### config.mk
export PLATFORM = sky130hd
export DESIGN_NAME = pc_redirect_ctrl
export DESIGN_NICKNAME = d
export VERILOG_FILES = /design/src/rtl/pc_redirect_ctrl_pkg.sv /design/src/rtl/pc_redirect_ctrl_prio_enc.sv /design/src/rtl/pc_redirect_ctrl.sv
export SDC_FILE = /design/constraint.sdc
export NUM_CORES = 1
export LEC_CHECK = 0
export CORE_MARGIN = 1
export CORE_UTILIZATION = 45
export CTS_CLUSTER_SIZE = 30
export DETAILED_ROUTE_END_ITERATION = 10
export PLACE_DENSITY = 0.81
export SYNTH_ARGS = -nofsm -noshare
export SYNTH_HDL_FRONTEND = slang
export SYNTH_SLANG_ARGS = --single-unit
### constraint.sdc
create_clock -name clk -period 3 [get_ports clk]
set_input_delay 0.45 -clock clk [delete_from_list [all_inputs] [get_ports clk]]
set_output_delay 0.45 -clock clk [all_outputs]
set_load 0.005 [all_outputs]
### src/rtl/pc_redirect_ctrl_pkg.sv
// Shared types, constants and width helpers for the PC-redirect controller.
package redirect_pkg;

  typedef enum logic [1:0] {
    IDLE    = 2'd0,
    PENDING = 2'd1,
    SQUASH  = 2'd2
  } state_e;

  // Default source ordering: lower index wins arbitration.
  localparam int SRC_BRANCH = 0;
  localparam int SRC_JALR   = 1;
  localparam int SRC_JAL    = 2;

  // Two flush bits per source, source 0 in the LSBs:
  // branch flushes IF/ID+ID/EX, JALR and JAL flush IF/ID only.
  localparam logic [5:0] DEF_SRC_FLUSH_MASK = 6'b01_01_11;

  // Width of the source-index code, which must also hold NUM_SRC (the PC+4 code).
  function automatic int srcw(input int n);
    if (n < 1) return 1;
    return $clog2(n + 1);
  endfunction

  // Width of the squash-window counter; at least one bit even for a zero window.
  function automatic int squash_cw(input int n);
    if (n < 1) return 1;
    return $clog2(n + 1);
  endfunction

endpackage

### src/rtl/pc_redirect_ctrl_prio_enc.sv
// Lowest-index-wins priority encoder with a valid flag.
module redirect_prio_enc #(
  parameter int N  = 3,
  parameter int IW = 2
) (
  input  logic [N-1:0]  req_i,
  output logic          valid_o,
  output logic [IW-1:0] idx_o
);

  // Pick the first asserted request scanning upward from index 0.
  always_comb begin
    valid_o = 1'b0;
    idx_o   = '0;
    for (int unsigned i = 0; i < unsigned'(N); i++) begin
      if (req_i[i] && !valid_o) begin
        valid_o = 1'b1;
        idx_o   = IW'(i);
      end
    end
  end

endmodule

### src/rtl/pc_redirect_ctrl.sv
// PC-redirect and flush controller: fixed-priority arbitration of redirect
// sources, a pending slot that survives front-end stalls, and a squash window
// that drops wrong-path requests after each issued redirect. All outputs are
// registered.
module pc_redirect_ctrl
  import redirect_pkg::*;
#(
  parameter int XLEN          = 32,
  parameter int NUM_SRC       = 3,
  parameter int STAGES        = 2,
  parameter logic [NUM_SRC*STAGES-1:0] SRC_FLUSH_MASK = DEF_SRC_FLUSH_MASK,
  parameter int SQUASH_CYCLES = 1,
  localparam int SRCW = srcw(NUM_SRC)
) (
  input  logic                    clk,
  input  logic                    reset,
  input  logic                    stall,
  input  logic [NUM_SRC-1:0]      req,
  input  logic [NUM_SRC*XLEN-1:0] req_target,
  output logic                    pc_redirect,
  output logic [XLEN-1:0]         pc_target,
  output logic [SRCW-1:0]         pc_src,
  output logic [STAGES-1:0]       flush,
  output logic                    busy
);

  localparam int CW = squash_cw(SQUASH_CYCLES);
  localparam logic [SRCW-1:0] SRC_NONE = SRCW'(NUM_SRC);
  localparam logic [CW-1:0]   CNT_LOAD = CW'(SQUASH_CYCLES);

  if (NUM_SRC < 1 || STAGES < 1 || SQUASH_CYCLES < 0) begin : g_bad_params
    $error("pc_redirect_ctrl: illegal parameter set");
  end

  state_e            state_q, state_d;
  logic [SRCW-1:0]   pend_idx_q, pend_idx_d;
  logic [XLEN-1:0]   pend_tgt_q, pend_tgt_d;
  logic [CW-1:0]     cnt_q, cnt_d;
  logic              redir_q, redir_d;
  logic [XLEN-1:0]   tgt_q, tgt_d;
  logic [SRCW-1:0]   src_q, src_d;
  logic [STAGES-1:0] flush_q, flush_d;

  logic              win_valid;
  logic [SRCW-1:0]   win_idx;
  logic [XLEN-1:0]   win_tgt;

  logic              issue;
  logic [SRCW-1:0]   iss_idx;
  logic [XLEN-1:0]   iss_tgt;
  logic              repl;

  redirect_prio_enc #(
    .N  (NUM_SRC),
    .IW (SRCW)
  ) u_prio (
    .req_i   (req),
    .valid_o (win_valid),
    .idx_o   (win_idx)
  );

  // Target slice of the fresh arbitration winner.
  always_comb begin
    win_tgt = req_target[int'(win_idx)*XLEN +: XLEN];
  end

  // Next-state, pending-slot, squash-counter and output-register logic.
  always_comb begin
    state_d    = state_q;
    pend_idx_d = pend_idx_q;
    pend_tgt_d = pend_tgt_q;
    cnt_d      = cnt_q;
    redir_d    = 1'b0;
    tgt_d      = tgt_q;
    src_d      = SRC_NONE;
    flush_d    = '0;
    issue      = 1'b0;
    iss_idx    = win_idx;
    iss_tgt    = win_tgt;
    repl       = 1'b0;

    unique case (state_q)
      IDLE: begin
        if (win_valid) begin
          if (!stall) begin
            issue = 1'b1;
          end else begin
            pend_idx_d = win_idx;
            pend_tgt_d = win_tgt;
            state_d    = PENDING;
          end
        end
      end
      PENDING: begin
        // A higher-priority arrival replaces the slot before any issue, so
        // the replacement is what goes out when stall drops in that cycle.
        repl = win_valid && (win_idx < pend_idx_q);
        if (repl) begin
          pend_idx_d = win_idx;
          pend_tgt_d = win_tgt;
        end
        iss_idx = repl ? win_idx : pend_idx_q;
        iss_tgt = repl ? win_tgt : pend_tgt_q;
        if (!stall) begin
          issue = 1'b1;
        end
      end
      SQUASH: begin
        if (!stall) begin
          cnt_d = cnt_q - 1'b1;
          if (cnt_q <= CW'(1)) begin
            cnt_d   = '0;
            state_d = IDLE;
          end
        end
      end
      default: begin
        state_d = IDLE;
        cnt_d   = '0;
      end
    endcase

    if (issue) begin
      redir_d = 1'b1;
      tgt_d   = iss_tgt;
      src_d   = iss_idx;
      flush_d = SRC_FLUSH_MASK[int'(iss_idx)*STAGES +: STAGES];
      cnt_d   = CNT_LOAD;
      state_d = (SQUASH_CYCLES == 0) ? IDLE : SQUASH;
    end
  end

  // State, pending slot, squash counter and registered outputs.
  always_ff @(posedge clk) begin
    if (reset) begin
      state_q    <= IDLE;
      pend_idx_q <= '0;
      pend_tgt_q <= '0;
      cnt_q      <= '0;
      redir_q    <= 1'b0;
      tgt_q      <= '0;
      src_q      <= SRC_NONE;
      flush_q    <= '0;
    end else begin
      state_q    <= state_d;
      pend_idx_q <= pend_idx_d;
      pend_tgt_q <= pend_tgt_d;
      cnt_q      <= cnt_d;
      redir_q    <= redir_d;
      tgt_q      <= tgt_d;
      src_q      <= src_d;
      flush_q    <= flush_d;
    end
  end

  assign pc_redirect = redir_q;
  assign pc_target   = tgt_q;
  assign pc_src      = src_q;
  assign flush       = flush_q;
  assign busy        = (state_q != IDLE);

endmodule

After elaboration in Yosys (flattened, before gate mapping)
Cells that the tools add are included.
- reduce and logical (&&, ||, !) cells: 15
- bitwise logic cells: 2
- shifts and indexed selects: 2
- add/sub/neg operators: 1
- muxes and demuxes: 29
- eq/ne operators: 12
- $lt $le $gt $ge: 2
- operator list (operator ; number):
    2-to-1 mux 32 bit ; 4
    indexed part select 96 x 8 -> 32 bit ; 1
    one-hot mux 32 bit (2 select lines) ; 1
    2-to-1 mux 2 bit ; 10
    inequality test 3 bit (second input constant) ; 4
    2-to-1 mux 1 bit ; 10
    inequality test 2 bit (second input constant) ; 5
    AND reduction 5 bit ; 2
    one-hot mux 2 bit (3 select lines) ; 1
    OR reduction 2 bit ; 3
    indexed part select 6 x 4 -> 2 bit (first input constant) ; 1
    one-hot mux 1 bit (2 select lines) ; 2
    one-hot mux 2 bit (2 select lines) ; 1
    nonzero test 2 bit ; 2
    logical AND 1 bit ; 3
    AND reduction 3 bit ; 1
    == test 2 x 1 -> 1 bit (second input constant) ; 1
    == test 2 bit (second input constant) ; 1
    logical NOT 1 bit ; 2
    logical NOT 2 bit ; 1
    < comparator 2 bit ; 1
    inequality test 2 x 1 -> 1 bit (second input constant) ; 1
    inverter 1 bit ; 2
    AND reduction 2 bit ; 1
    other kinds (2) ; 2
- logic and storage cells: 72
- output and inout bits: 38
- flip-flop bits (word level): 74
- bits of input ports: 102

Longest topological paths before layout
- depth after elaboration: 12
- depth in mapped cells: 12
- depth with buffers taken out: 7

By module
From an unflattened synthesis, not the netlist that was laid out.
- cell total of the unflattened synthesis: 385
- area, all modules: 3689.8 um^2
- by module, submodules not included (module ; times used ; cells an instance ; area an instance (um^2) ; seq. area each (um^2)):
    pc_redirect_ctrl ; 1 ; 382 ; 3667.3 ; 1461.4
    redirect_prio_enc ; 1 ; 3 ; 22.5 ; 0.0

Least setup slack after synthesis
OpenSTA, ideal clock, no wires.
- path type: in2reg
- start point: in req[1]
- end point: reg tgt_q[10], in the netlist pc_target[10]
- cell stages on the path: 11
- setup slack: 0.285 ns
- arrival: 2.656 ns
- buffers on the path: 4
- path through: or3b_1 -> clkbuf_1 -> buf_2 -> buf_2 -> inv_1 -> ha_1 -> nand2b_1 -> o22ai_4 -> a2111oi_4 -> buf_6 -> a221o_1
- cells in the longest elaborated chain, start to end: 9
- elaborated cells on any way between the ends: 14
- ends and longest elaborated chain (element ; RTL line ; source):
    start: declaration ; pc_redirect_ctrl.sv:18 ; input logic [NUM_SRC-1:0] req,
    logical AND 1 bit (*) ; pc_redirect_ctrl_prio_enc.sv:16 ; if (req_i[i] && !valid_o) begin
    parallel branches: the longest is 8 deep, another holds indexed part select 96 x 8 -> 32 bit ; n/a ;
    end signal: assignment ; pc_redirect_ctrl.sv:150 ; tgt_q <= tgt_d;
    end: declaration ; pc_redirect_ctrl.sv:40 ; logic [XLEN-1:0] tgt_q, tgt_d;
Mark *: on every way between the ends.
A chain may end at the register's enable or synchronous reset.

Final worst setup path
- start point: in req[2]
- end point: reg pend_tgt_q[1]
- cells in the longest elaborated chain, start to end: 6
- elaborated cells on any way between the ends: 12
- ends and longest elaborated chain (element ; RTL line ; source):
    logical AND 1 bit (*) ; pc_redirect_ctrl_prio_enc.sv:16 ;
    2-to-1 mux 2 bit ; pc_redirect_ctrl_prio_enc.sv:16 ;
    indexed part select 96 x 8 -> 32 bit or < comparator 2 bit (tied branches) ; pc_redirect_ctrl.sv:64, pc_redirect_ctrl.sv:97 ;
    2-to-1 mux 32 bit or logical AND 1 bit (tied branches) ; pc_redirect_ctrl.sv:85, pc_redirect_ctrl.sv:97 ;
    2-to-1 mux 32 bit, on equally long branches ; pc_redirect_ctrl.sv:84, pc_redirect_ctrl.sv:98 ;
    one-hot mux 32 bit (2 select lines) ; pc_redirect_ctrl.sv:82 ; unique case (state_q)
    end signal: assignment ; pc_redirect_ctrl.sv:147 ; pend_tgt_q <= pend_tgt_d;
    end: declaration ; pc_redirect_ctrl.sv:37 ; logic [XLEN-1:0] pend_tgt_q, pend_tgt_d;
Every way passes the cells marked *; elsewhere a longest branch is shown, timed or not. The select of a mux whose other input is x is not followed.

==> results.py <==
metrics = {
    "layout": {
        "antennaDiodeCount": 0,
        "seqCellArea_sq_um": 1460,
        "drive_gt1_share_pct": 7.43,
        "final_util_pct": 67.9,
        "areaGrowthSynthToFinish_pct": 45.5,
        "fill_cells": 672,
        "nNetsFinal": 650,
        "final_cells": 657,
        "multi_input_area_sq_um": 2180,
    },
    "detailed_routing": {
        "drt.antenna.violating_nets": 0,
        "viasPerCell": 5.55,
        "wl_per_cell_microns": 16.0,
        "drtIter0Drc": 146,
        "drt_wl_total_mm": 10.5,
        "dr_total_vias": 3645,
        "drc_errors": 0,
        "first_pass_iters": 4,
    },
    "logic_synthesis": {
        "synthCells": 416,
        "synth_edf_count": 0,
        "synth.distinct_cells": 36,
        "synthesis.nets": 519,
        "avgSynthCellArea_sq_um": 9.22,
        "netlist_area_sq_um": 3840,
        "async_flop_share_pct": 0,
        "ys_ff_latch": 73,
        "yosysSeqAreaShare_pct": 38.1,
        "synth-main-ff-cell": "dfxtp_1",
        "synth_warnings": 0,
    },
    "sta": {
        "drv_slew": 0,
        "max_slew_margin_pct": 54.4,
        "fmax_ghz": 0.393,
        "finalClockSkew_ps": 7.25,
        "tns_ps": 0,
        "rsz0062_at_grt": "false",
        "fin_crit_sh_pct": 84.9,
        "tightest_slew_ps": 682,
        "finalSetupViolCount": 0,
        "hold_viol": 0,
        "period_minus_slack_ps": 2550,
    },
    "setup_path": {
        "required_ps": 3270,
        "r2r_end": "pc_target[21]",
        "startpoint_type": "input port",
        "crit_family": "buffers and inverters",
        "r2r-start": "pend_idx_q[1]",
        "cp_cell_sequence": "clkdlybuf4s50_1 -> or3b_4 -> inv_1 -> ha_1 -> nand2b_1 -> o22a_1 -> buf_4 -> o32a_2 -> buf_12 -> mux2i_1",
        "crit_path_top_delay_cell": "clkdlybuf4s50_1",
        "cp-end-kind": "flip-flop",
        "arrival_ps": 2810,
        "worstSetupPathType": "in2reg",
        "r2r_cells": 7,
        "max_stage_delay_ps": 470,
        "cp_max_fo": 23,
        "r2r_slack_ps": 900,
        "path_buf_inv": 4,
    },
    "die": {
        "coreArea_sq_um": 8220,
        "chipHeight_microns": 94.3,
        "ios": 140,
        "die_w_microns": 94.3,
        "rows": 33,
        "dieArea_sq_um": 8900,
        "start_util_pct": 46.7,
    },
    "global_routing": {
        "grt_max_degree": 98,
        "grt_pass1_vias": 3662,
        "grt_pass1_wl_mm": 17.1,
        "track_usage_pct": 24.7,
        "grt_overflow_total": 0,
        "antenna_found_initial": 0,
    },
    "clock_network": {
        "cts_hold_buf": 0,
        "clk_pin_slew_ps": 70,
        "root_buffer": "clkbuf_8",
        "clockBufferDepth": 2,
        "htreeDepth": 3,
        "cts_num_sinks": 73,
        "clk_latency_ps": 350,
        "cts_tree": "built",
        "numCtsBuffers": 9,
        "post-cts-setup-buffer-count": 0,
        "cts_resized": 0,
    },
    "placement": {
        "dp.cells": 641,
        "io_buffers": 139,
        "routabilityCongestion": 0.825,
        "place_hpwl_mm": 7.29,
    },
    "power_and_ir_drop": {
        "total_power_mw": 2.52,
        "ir_worst_vdd_v": 0.000209,
        "power.density_nw_per_um2": 451,
        "cellLeakagePower_nw": 2.32,
    },
    "hold_path": {
        "holdPathEnd": "pend_tgt_q[11]",
        "hold_start": "pend_tgt_q[11]",
        "hp-class": "reg2reg",
        "min_path_cells": 2,
    },
    "outcome": {
        "outcome": "complete, no violations",
    },
    "job": {
        "maxCapViolCount": 0,
    },
}
[worst register-to-register path, delay by kind of cell, from the launching register on]
kind / cells / cell delay (ps)
and+or+nand+nor: 1 / 210
buffers and inverters: 2 / 300
adders and majority gates: 1 / 250
AOI/OAI and AO/OA: 3 / 880
DFF: 1 / 400
[per-stage QoR]
stage	setup WS, ps	hold WS [ps]	instance area, sq um
2_1_floorplan	285	435	3840
3_3_place_gp	133	445	5360
3_5_place_dp	88.5	455	5360
4_1_cts	450	465	5580
5_1_grt	314	484	5580
6_report	453	465	5580
[routing by layer]
| layer | global-route usage (%) | routed length [microns] | vias to the layer above | share of wire, % |
|---|---|---|---|---|
| li1 | - | - | 1790 | - |
| met3 | 5.88 | 856 | 17 | 8.2 |
| met2 | 43.1 | 5210 | 145 | 50 |
| met5 | 0 | 0 | - | 0 |
| met4 | 9.87 | 201 | 0 | 1.9 |
| met1 | 29.0 | 4230 | 1693 | 40 |
[cell usage after synthesis, types with 4 or more instances]
master	n	area share (%)
inv_1	4	0.39
buf_2	9	1.2
dfxtp_1	73	38
buf_4	4	0.78
a221o_1	32	8.3
a211o_1	32	7.3
and2_1	32	5.2
nor2_1	35	3.4
mux2i_1	66	17
a21oi_1	35	4.6
buf_6	4	1.2
nand2_1	40	3.9
clkbuf_1	20	2.0
[area by class of cell]
class                      instances  area share (%)
multi-input combinational        302            39.0
clock buffer                       9            2.22
inverter                           4           0.269
clock inverter                     7            1.70
tap                              105            2.35
timing repair buffer             157            28.2
sequential                        73            26.2
[kinds of logic (layout without fill, tap and decap cells)]
| kind of cell | count (synthesis) | after routing | share of synthesized area, % |
|---|---|---|---|
| AND/OR/NAND/NOR | 123 | 123 | 15.3 |
| buffers and inverters | 41 | 177 | 5.48 |
| AO/OA/AOI/OAI | 112 | 112 | 23.6 |
| adder cells (fa/ha/maj) | 1 | 1 | 0.326 |
| multiplexers | 66 | 66 | 17.2 |
| flip-flops | 73 | 73 | 38.1 |
[power by group]
group          internal, mW  switching, mW  total (mW)
clock network         0.468          0.372       0.839
registers              1.05         0.0496        1.10
logic                 0.348          0.229       0.577
total                  1.87          0.650        2.52
[state kept, by name, summed over array words and instances (netlist names)]
| signal | flops |
|---|---|
| flush | 2 |
| pc_redirect | 1 |
| pc_src | 2 |
| pc_target | 32 |
| pend_idx_q | 2 |
| pend_tgt_q | 32 |
| state_q | 2 |
[layout by cell type (no fill, tap or decap), types with 2 or more instances in the layout]
cell	n
clkdlybuf4s50_1	139
dfxtp_1	73
mux2i_1	66
nand2_1	40
nor2_1	35
a21oi_1	34
a211o_1	32
and2_1	32
a221o_1	32
buf_4	14
clkbuf_8	9
inv_1	4
buf_12	4
nand2b_1	3
o21ai_0	3
nor3_1	2
or3_1	2
nand3b_1	2
bufinv_16	2
clkinv_2	2
clkinv_4	2
[worst max path at each step]
| stage | start | to | slack [ps] | cells after the start |
|---|---|---|---|---|
| floorplan | req[1] | pc_target[10] | 280 | 11 |
| global placement | req[2] | pc_target[6] | 130 | 8 |
| detailed placement | req[2] | pc_target[3] | 90 | 8 |
| CTS | req[2] | pc_target[21] | 450 | 8 |
| global route | req[1] | pend_tgt_q[4] | 310 | 10 |
| finish | req[2] | pend_tgt_q[1] | 450 | 10 |
(Power assumes the default switching activity.)
